`src/rtl/vga_pkg.sv`:
```
// vga_pkg: shared constants and types for the text overlay path.
//   CHAR_SPACE / CHAR_DIGIT0 : character codes used by the text writer
//   text_op_t                : command op codes for menu_text_writer
//   text_state_t             : menu_text_writer FSM states
package vga_pkg;

  localparam logic [6:0] CHAR_SPACE  = 7'h20;
  localparam logic [6:0] CHAR_DIGIT0 = 7'h30;

  typedef enum logic [1:0] {
    OP_CHAR  = 2'd0,
    OP_NUM   = 2'd1,
    OP_CLEAR = 2'd2,
    OP_NOP   = 2'd3
  } text_op_t;

  typedef enum logic [2:0] {
    CLEAR   = 3'd0,
    IDLE    = 3'd1,
    WR_CHAR = 3'd2,
    CONV    = 3'd3,
    EMIT    = 3'd4
  } text_state_t;

endpackage

```
`src/rtl/text_ram.sv`:
```
// text_ram: 256x7 simple dual-port character RAM.
//   clk, rst : clock, synchronous active-high reset (read register only)
//   we, waddr, wdata : write port
//   raddr, rdata     : registered read port, read-before-write on collision
module text_ram
  import vga_pkg::*;
(
  input  logic       clk,
  input  logic       rst,
  input  logic       we,
  input  logic [7:0] waddr,
  input  logic [6:0] wdata,
  input  logic [7:0] raddr,
  output logic [6:0] rdata
);

  logic [6:0] mem [256];

  always_ff @(posedge clk) begin
    if (we) mem[waddr] <= wdata;
  end

  // Output register reset only; the array itself is initialised by the
  // writer's clear sweep.
  always_ff @(posedge clk) begin
    if (rst) rdata <= CHAR_SPACE;
    else     rdata <= mem[raddr];
  end

endmodule

```
`src/rtl/menu_text_writer.sv`:
```
// menu_text_writer: writable 16x16 character buffer for menu/HUD text.
//   clk, rst                 : clock, synchronous active-high reset
//   cmd_valid / cmd_ready    : command handshake (accept on valid && ready)
//   cmd_op, cmd_xy, cmd_char,
//   cmd_num, cmd_blank_lz    : command fields, captured on accept
//   busy                     : ~cmd_ready
//   char_xy / char_code      : renderer read port, 1-cycle latency
//
// state   | meaning
// CLEAR   | writing SPACE to every cell, one per cycle (also after reset)
// IDLE    | ready for a command
// WR_CHAR | writing the captured character
// CONV    | double-dabble binary to BCD, one shift per cycle
// EMIT    | writing one decimal digit per cycle, MSD first
module menu_text_writer
  import vga_pkg::*;
#(
  parameter int NUM_DIGITS = 5
) (
  input  logic        clk,
  input  logic        rst,
  input  logic        cmd_valid,
  output logic        cmd_ready,
  input  logic [1:0]  cmd_op,
  input  logic [7:0]  cmd_xy,
  input  logic [6:0]  cmd_char,
  input  logic [15:0] cmd_num,
  input  logic        cmd_blank_lz,
  output logic        busy,
  input  logic [7:0]  char_xy,
  output logic [6:0]  char_code
);

  localparam int BCD_W = 4 * NUM_DIGITS;

  text_state_t       state_q, state_d;
  logic [7:0]        addr_q;
  logic [3:0]        cnt_q;
  logic [7:0]        xy_q;
  logic [6:0]        char_q;
  logic              blank_q;
  logic [15:0]       bin_q;
  logic [BCD_W-1:0]  bcd_q;
  logic [BCD_W-1:0]  bcd_adj;
  logic [3:0]        digit;
  logic              we;
  logic [7:0]        waddr;
  logic [6:0]        wdata;

  always_ff @(posedge clk) begin
    if (rst) state_q <= CLEAR;
    else     state_q <= state_d;
  end

  always_comb begin
    state_d   = state_q;
    cmd_ready = 1'b0;
    we        = 1'b0;
    waddr     = addr_q;
    wdata     = CHAR_SPACE;
    digit     = bcd_q[BCD_W-1 -: 4];
    bcd_adj   = bcd_q;
    for (int i = 0; i < NUM_DIGITS; i++) begin
      if (bcd_q[4*i +: 4] >= 4'd5) bcd_adj[4*i +: 4] = bcd_q[4*i +: 4] + 4'd3;
    end
    case (state_q)
      CLEAR: begin
        we = 1'b1;
        if (addr_q == 8'hFF) state_d = IDLE;
      end
      IDLE: begin
        cmd_ready = 1'b1;
        if (cmd_valid) begin
          case (text_op_t'(cmd_op))
            OP_CHAR:  state_d = WR_CHAR;
            OP_NUM:   state_d = CONV;
            OP_CLEAR: state_d = CLEAR;
            default:  state_d = IDLE;
          endcase
        end
      end
      WR_CHAR: begin
        we      = 1'b1;
        waddr   = xy_q;
        wdata   = char_q;
        state_d = IDLE;
      end
      CONV: begin
        if (cnt_q == 4'd0) state_d = EMIT;
      end
      EMIT: begin
        we = 1'b1;
        // cnt_q == 0 is the last digit, which is never blanked
        if (blank_q && digit == 4'd0 && cnt_q != 4'd0) wdata = CHAR_SPACE;
        else                                           wdata = CHAR_DIGIT0 + {3'b000, digit};
        if (cnt_q == 4'd0) state_d = IDLE;
      end
      default: state_d = CLEAR;
    endcase
  end

  always_ff @(posedge clk) begin
    if (rst) begin
      addr_q  <= 8'h00;
      cnt_q   <= 4'd0;
      xy_q    <= 8'h00;
      char_q  <= CHAR_SPACE;
      blank_q <= 1'b0;
      bin_q   <= 16'h0000;
      bcd_q   <= '0;
    end else begin
      case (state_q)
        CLEAR: addr_q <= addr_q + 8'd1;
        IDLE: begin
          if (cmd_valid) begin
            xy_q    <= cmd_xy;
            char_q  <= cmd_char;
            blank_q <= cmd_blank_lz;
            bin_q   <= cmd_num;
            bcd_q   <= '0;
            cnt_q   <= 4'd15;
            addr_q  <= 8'h00;
          end
        end
        CONV: begin
          {bcd_q, bin_q} <= {bcd_adj[BCD_W-2:0], bin_q, 1'b0};
          cnt_q          <= cnt_q - 4'd1;
          if (cnt_q == 4'd0) begin
            cnt_q  <= 4'(NUM_DIGITS - 1);
            addr_q <= xy_q;
          end
        end
        EMIT: begin
          addr_q <= addr_q + 8'd1;
          bcd_q  <= {bcd_q[BCD_W-5:0], 4'h0};
          cnt_q  <= cnt_q - 4'd1;
          if (digit != 4'd0) blank_q <= 1'b0;
        end
        default: ;
      endcase
    end
  end

  assign busy = ~cmd_ready;

  text_ram u_ram (
    .clk   (clk),
    .rst   (rst),
    .we    (we),
    .waddr (waddr),
    .wdata (wdata),
    .raddr (char_xy),
    .rdata (char_code)
  );

endmodule

```
`config.mk`:
```
export PLATFORM = sky130hd
export DESIGN_NAME = menu_text_writer
export DESIGN_NICKNAME = d
export VERILOG_FILES = /design/src/rtl/vga_pkg.sv /design/src/rtl/text_ram.sv /design/src/rtl/menu_text_writer.sv
export SDC_FILE = /design/constraint.sdc
export NUM_CORES = 2
export LEC_CHECK = 0
export BUFFER_PORTS_ARGS = -buffer_cell sky130_fd_sc_hd__buf_2
export CAP_MARGIN = 20
export CORE_MARGIN = 5
export CORE_UTILIZATION = 45
export CTS_BUF_LIST = sky130_fd_sc_hd__clkbuf_8
export DETAILED_ROUTE_END_ITERATION = 10
export PLACE_DENSITY = 0.61
export REMOVE_ABC_BUFFERS = 1
export SYNTH_ARGS = -nofsm -noshare
export SYNTH_HDL_FRONTEND = slang
export SYNTH_SLANG_ARGS = --single-unit
```
`constraint.sdc`:
```
create_clock -name clk -period 7.9 [get_ports clk]
set_input_delay 0.79 -clock clk [delete_from_list [all_inputs] [get_ports clk]]
set_output_delay 0.79 -clock clk [all_outputs]
set_load 0.01 [all_outputs]
```
# Word level (Yosys, flattened, before mapping)
# Memory sizes are Yosys's and may differ from the RTL's. A register that Yosys moved wholly into a read port is not among the register bits.
# Index checks and enable logic that the tools add are counted.
[op_classes] bitwise=1 reduce_logical=20 div_mod_pow=0 mul=0 n_addsub=8 eq_ne=12 shift=0 magnitude_cmp=5 mux=31
[op_table] op="$pmux 20 s3" n=1
[op_table] op="$pmux 16 s2" n=1
[op_table] op="$mux 4" n=6
[op_table] op="$mux 8" n=3
[op_table] op="$pmux 8 s3" n=1
[op_table] op="$ge 4x3->1 const B" n=5
[op_table] op="$mux 20" n=1
[op_table] op="$add 4x2->4 const B" n=4
[op_table] op="$mux 16" n=1
[op_table] op="$mux 3" n=5
[op_table] op="$pmux 3 s5" n=1
[op_table] op="$pmux 7 s2" n=1
[op_table] op="$pmux 4 s3" n=1
[op_table] op="$ne 2x2->1 const B" n=5
[op_table] op="$add 8x1->8 const B" n=1
[op_table] op="$eq 8x8->1 const B" n=1
[op_table] op="$logic_not 4->1" n=2
[op_table] op="$reduce_bool 4->1" n=2
[op_table] op="$add 6x4->7 const A" n=1
[op_table] op="$mux 7" n=1
[op_table] op="$eq 3x2->1 const B" n=2
[op_table] op="$mux 1" n=6
[op_table] op="$pmux 2 s3" n=1
[op_table] op="$reduce_and 2->1" n=3
[op_table] op="other kinds (17)" n=21
[word_totals] in_bits=45 wordCells=86 regBits=67 latchBits=0 mem_bits_ro=0 mem_count=1 ram_bits=1792 out_inout_bits=9
[mem_list] name="u_ram.mem" words=256 width=7 rd=1 rd_clocked_by_memory_dff=1 wr=1 line_no="text_ram.sv:17" source="logic [6:0] mem [256];"

# Logic depth before layout (Yosys ltp)
[logic_depth] ltp_word=5 depth_mapped=13 mapped_depth_nobuf=8

# Modules after synthesis
# A second synthesis with hierarchy kept.
[unflattened] cells_unflattened=3611 area_unflattened_um2=73478.0
[by_module_without_submodules] module="text_ram" instances=1 seq_area_each_um2=53951.7 area_per_inst_um2=70029.7 cells_each=3195
[by_module_without_submodules] module="menu_text_writer" instances=1 seq_area_each_um2=1341.3 area_per_inst_um2=3448.3 cells_each=416

# Least setup slack after synthesis
# Ideal clock, no wire load.
[synth_timing] path_type="register to register" startpoint="reg state_q[2]" endpoint="mem u_ram.mem[0][2] (data pin)" setup_slack_ps=2406 arrival_time_ps=4630 n_path_buf=3 stages_incl_launch_ff=6 setup_time_ps=864 period_less_slack_ps=5494 t_required_ps=7036 cell_sequence="dfxtp_1 clkbuf_1 nor3b_1 clkbuf_1 clkbuf_1 a22o_1"
[synth_via] elab_chain_cells=2 word_cells_on_any_way=3 cone_classes="eq/ne (2); mux (1)"
[synth_lines] item="start, declared" line_no="menu_text_writer.sv:36" source="text_state_t state_q, state_d;"
[synth_lines] item="start signal, assigned" line_no="menu_text_writer.sv:52" source="else state_q <= state_d;"
[synth_lines] item="$eq 3x3->1 or $eq 3x2->1 (tied branches)" line_no="menu_text_writer.sv:66" source="case (state_q)"
[synth_lines] item="$pmux 7 s2 *" line_no="menu_text_writer.sv:66"
[synth_lines] item="net u_ram.wdata[2]" line_no="text_ram.sv:12" source="input logic [6:0] wdata,"
[synth_lines] item="end, declared" line_no="text_ram.sv:17"
# Mark *: on every way through the listed nets, which the timed path passes. The rest lies on a longest branch.

# Worst setup path in the final report
[layout_timing] startpoint="reg state_q[1]" endpoint="mem u_ram.mem[135][5] (enable)"
[layout_via] elab_chain_cells=5 word_cells_on_any_way=8 cone_classes="eq/ne (2); mux (4); reduce/logical (2)"
[layout_lines] item="$eq 3x3->1 (tied with other cells)" line_no="menu_text_writer.sv:66"
[layout_lines] item="$reduce_or 3->1 (no line)"
[layout_lines] item="$mux 1" line_no="menu_text_writer.sv:66"
[layout_lines] item="$mux 1" line_no="text_ram.sv:20" source="if (we) mem[waddr] <= wdata;"
[layout_lines] item="$mux 1 (not written as such)" line_no="text_ram.sv:20"
# Parallel ways exist; a longest one is shown, timed or not.

==> impl_metrics.env <==
export IMPL_first_iter_violations=4189
export IMPL_initial_utilization=0.452
export IMPL_finalSetupViolCount=0
export IMPL_final_common_cell="edfxtp_1"
export IMPL_synth_distinct_cells=65
export IMPL_cts_root_buf="clkbuf_8"
export IMPL_htreeDepth=5
export IMPL_clock_power_share=0.386
export IMPL_yosysSeqAreaShare=0.753
export IMPL_routed_wl_mm=178
export IMPL_synth_cells=3582
export IMPL_p_leak_nw=28.4
export IMPL_p_switching_mw=4.54
export IMPL_slowest_stage="nor2_1"
export IMPL_grt_pass1_wl_mm=259
export IMPL_worst_hold_path_type="in -> reg"
export IMPL_clk_latency_ns=0.98
export IMPL_routedWlPerCell_um=28.8
export IMPL_first_pass_iters=5
export IMPL_p_int_mw=15.0
export IMPL_dr_total_vias=36300
export IMPL_fin_util=0.501
export IMPL_die_height_um=414
export IMPL_slew_violations=0
export IMPL_syn_area_um2=73400
export IMPL_synthFlopType="edfxtp_1"
export IMPL_ys_ff_latch=1866
export IMPL_grt_pass1_vias=36900
export IMPL_die_w_um=414
export IMPL_async_reset_ff_frac=0
export IMPL_coreArea_um2=163000
export IMPL_grt_start_max_net_pins=209
export IMPL_cts_clk_slew_worst_paths_ns=0.06
export IMPL_yosys_warnings=0
export IMPL_postCtsSetupRepairBufs=0
export IMPL_cts_sinks=1866
export IMPL_crit_type="reg -> reg"
export IMPL_finClkSkew_ns=0.0682
export IMPL_drcViolationCount=0
export IMPL_seq_power_share=0.556
export IMPL_rsz0062_at_grt="no"
export IMPL_syn_to_final_growth_pct=10.8
export IMPL_grt_util_all_layers=0.209
export IMPL_min_period_over_period=0.578
export IMPL_layout_drive_gt1_share=0.245
export IMPL_worstMarginPinSlew_ns=1.21
export IMPL_syn_area_per_cell_um2=20.5
export IMPL_crit_chain="nor3b_2 > buf_4 > nand3_1 > o21ai_1 > nand3_1 > buf_4 > nor2_1"
export IMPL_setup_tns_ns=0
export IMPL_portBuffers=53
export IMPL_powerDensity_nw_per_um2=240
export IMPL_p_total_mw=19.6
export IMPL_antenna_left=0
export IMPL_finalHoldViolCount=0
export IMPL_cts_made_buffers=313
export IMPL_slowest_delay_ns=0.82
export IMPL_final_net_count=3867
export IMPL_pin_count=54
export IMPL_overflow=0
export IMPL_dieArea_um2=171000
export IMPL_rows=148
export IMPL_synth_edff_count=1792
export IMPL_place_congestion=0.822
export IMPL_layout_common_cells="edfxtp_1, mux4_2, nor2_1"
export IMPL_clock_path_buffers=4
export IMPL_final_seq_area_um2=55300
export IMPL_required_ns=8.44
export IMPL_max_cap_violations=0
export IMPL_via_per_inst=5.86
export IMPL_fillCellCount=13300
export IMPL_fmax_ghz=0.219
export IMPL_cp_data_arrival_time_ns=5.11
export IMPL_critPathCaptureType="flip-flop"
export IMPL_critPathLaunchType="flip-flop"
export IMPL_status="completed"
export IMPL_netSwitchingFraction=0.232
export IMPL_place_hpwl_mm=105
export IMPL_multi_input_comb_area_um2=16900
export IMPL_cts_tree="built"
export IMPL_max_slew_margin_rel=0.190
export IMPL_fin_crit_ns=4.56
export IMPL_path_max_fanout=33
export IMPL_power_frac_comb=0.058
export IMPL_fin_cells=6200
export IMPL_ir_drop_uv=174
export IMPL_cts_resized=0
export IMPL_dp_cells=5653
export IMPL_antenna_found_initial=5
-- layout make-up --
class                   count  area share
repair buffers            122      0.0126
well taps                2175      0.0334
clock inverters           206      0.0115
multi-input cells        1486       0.208
clock buffers             321      0.0543
diodes                      4    0.000123
inverters                  20     0.00101
flip-flops and latches   1866       0.679
-- final timing paths --
kind	from	to	slack, ns	depth (start not counted)
min reg2reg	bin_q[14]	bin_q[14]	0.46	2
min	cmd_op[1]	state_q[1]	0.11	3
max	state_q[1]	u_ram.mem[135][5]	3.34	7
max reg2reg	state_q[1]	u_ram.mem[135][5]	3.34	7
-- logic make-up after synthesis --
group                      synth area share
adders and majority gates           0.00221
buffers and inverters                0.0179
AOI/OAI and AO/OA                    0.0266
xor gates and xnor gates            0.00119
and+or+nand+nor                      0.0343
muxes                                 0.165
DFF                                   0.753
-- critical path, delay by kind of cell, from the launching register on --
kind,cells,cell delay [ns]
flip-flops,1,0.54
buffers and inverters,2,0.89
AND/OR/NAND/NOR,4,2.33
AO/OA/AOI/OAI,1,0.37
-- synthesized netlist by cell type (6+ instances only) --
library cell,number,area share
a211o_1,6,0.00072
a211oi_1,9,0.00092
a21oi_1,66,0.0045
a221oi_1,9,0.0011
a222oi_1,8,0.0011
a22o_1,12,0.0014
a22oi_1,38,0.0039
and2_1,6,0.00051
buf_1,12,0.00061
buf_12,7,0.0019
buf_2,35,0.0024
buf_4,30,0.0031
buf_6,21,0.0032
clkbuf_1,103,0.0053
dfxtp_1,74,0.020
edfxtp_1,1792,0.73
ha_1,13,0.0022
inv_1,18,0.00092
mux2i_1,92,0.013
mux4_2,494,0.15
nand2_1,141,0.0072
nand2b_1,18,0.0015
nand3_1,35,0.0024
nand3b_1,13,0.0013
nand4_1,8,0.00068
nor2_1,324,0.017
nor2b_1,9,0.00077
nor3_1,17,0.0012
o211ai_1,15,0.0015
o21ai_0,28,0.0019
o21ai_1,7,0.00048
o221ai_1,25,0.0030
o22ai_1,22,0.0019
o31ai_1,11,0.0011
xnor2_1,6,0.00072
-- sequential cells by signal (all words and copies together), names as in the netlist --
name and flops:
u_ram.rdata 7, state_q 3, xy_q 8, cnt_q 4
bin_q 16, u_ram.mem 1792, bcd_q 20, blank_q 1
char_q 7, addr_q 8
-- power groups by stage --
stage	logic, mW	registers (mW)	clock network [mW]
2_1_floorplan	0.553	11.1	0
3_3_place_gp	1.10	11.1	0
3_5_place_dp	1.11	11.1	0
4_1_cts	1.12	10.9	7.74
5_1_grt	1.20	10.9	8.21
6_report	1.13	10.9	7.56
-- routing by layer --
layer / global-route usage / vias to the layer above / part of all wire
met3: 0.0429 / 315 / 0.076
met2: 0.323 / 1534 / 0.47
met1: 0.303 / 19200 / 0.42
li1: - / 15300 / -
met4: 0.0654 / 2 / 0.029
met5: 0 / - / 0.000073
-- metrics by stage --
step | setup slack (ns) | instance area (µm²) | hold slack (ns)
after floorplan | 0.614 | 72200 | 0.426
after CTS | 3.46 | 81400 | 0.00187
after detailed placement | 3.20 | 75900 | 0.447
after global routing | 3.17 | 81400 | 0.0390
final | 3.34 | 81400 | 0.107
after global placement | 3.17 | 75900 | 0.443
-- what timing repair did --
| action | CTS | global route |
|---|---|---|
| hold buffers | 10 | 0 |
| hold endpoints to repair | 10 | 0 |
| endpoints found under the setup margin | 0 | 0 |
(Power assumes the default switching activity.)
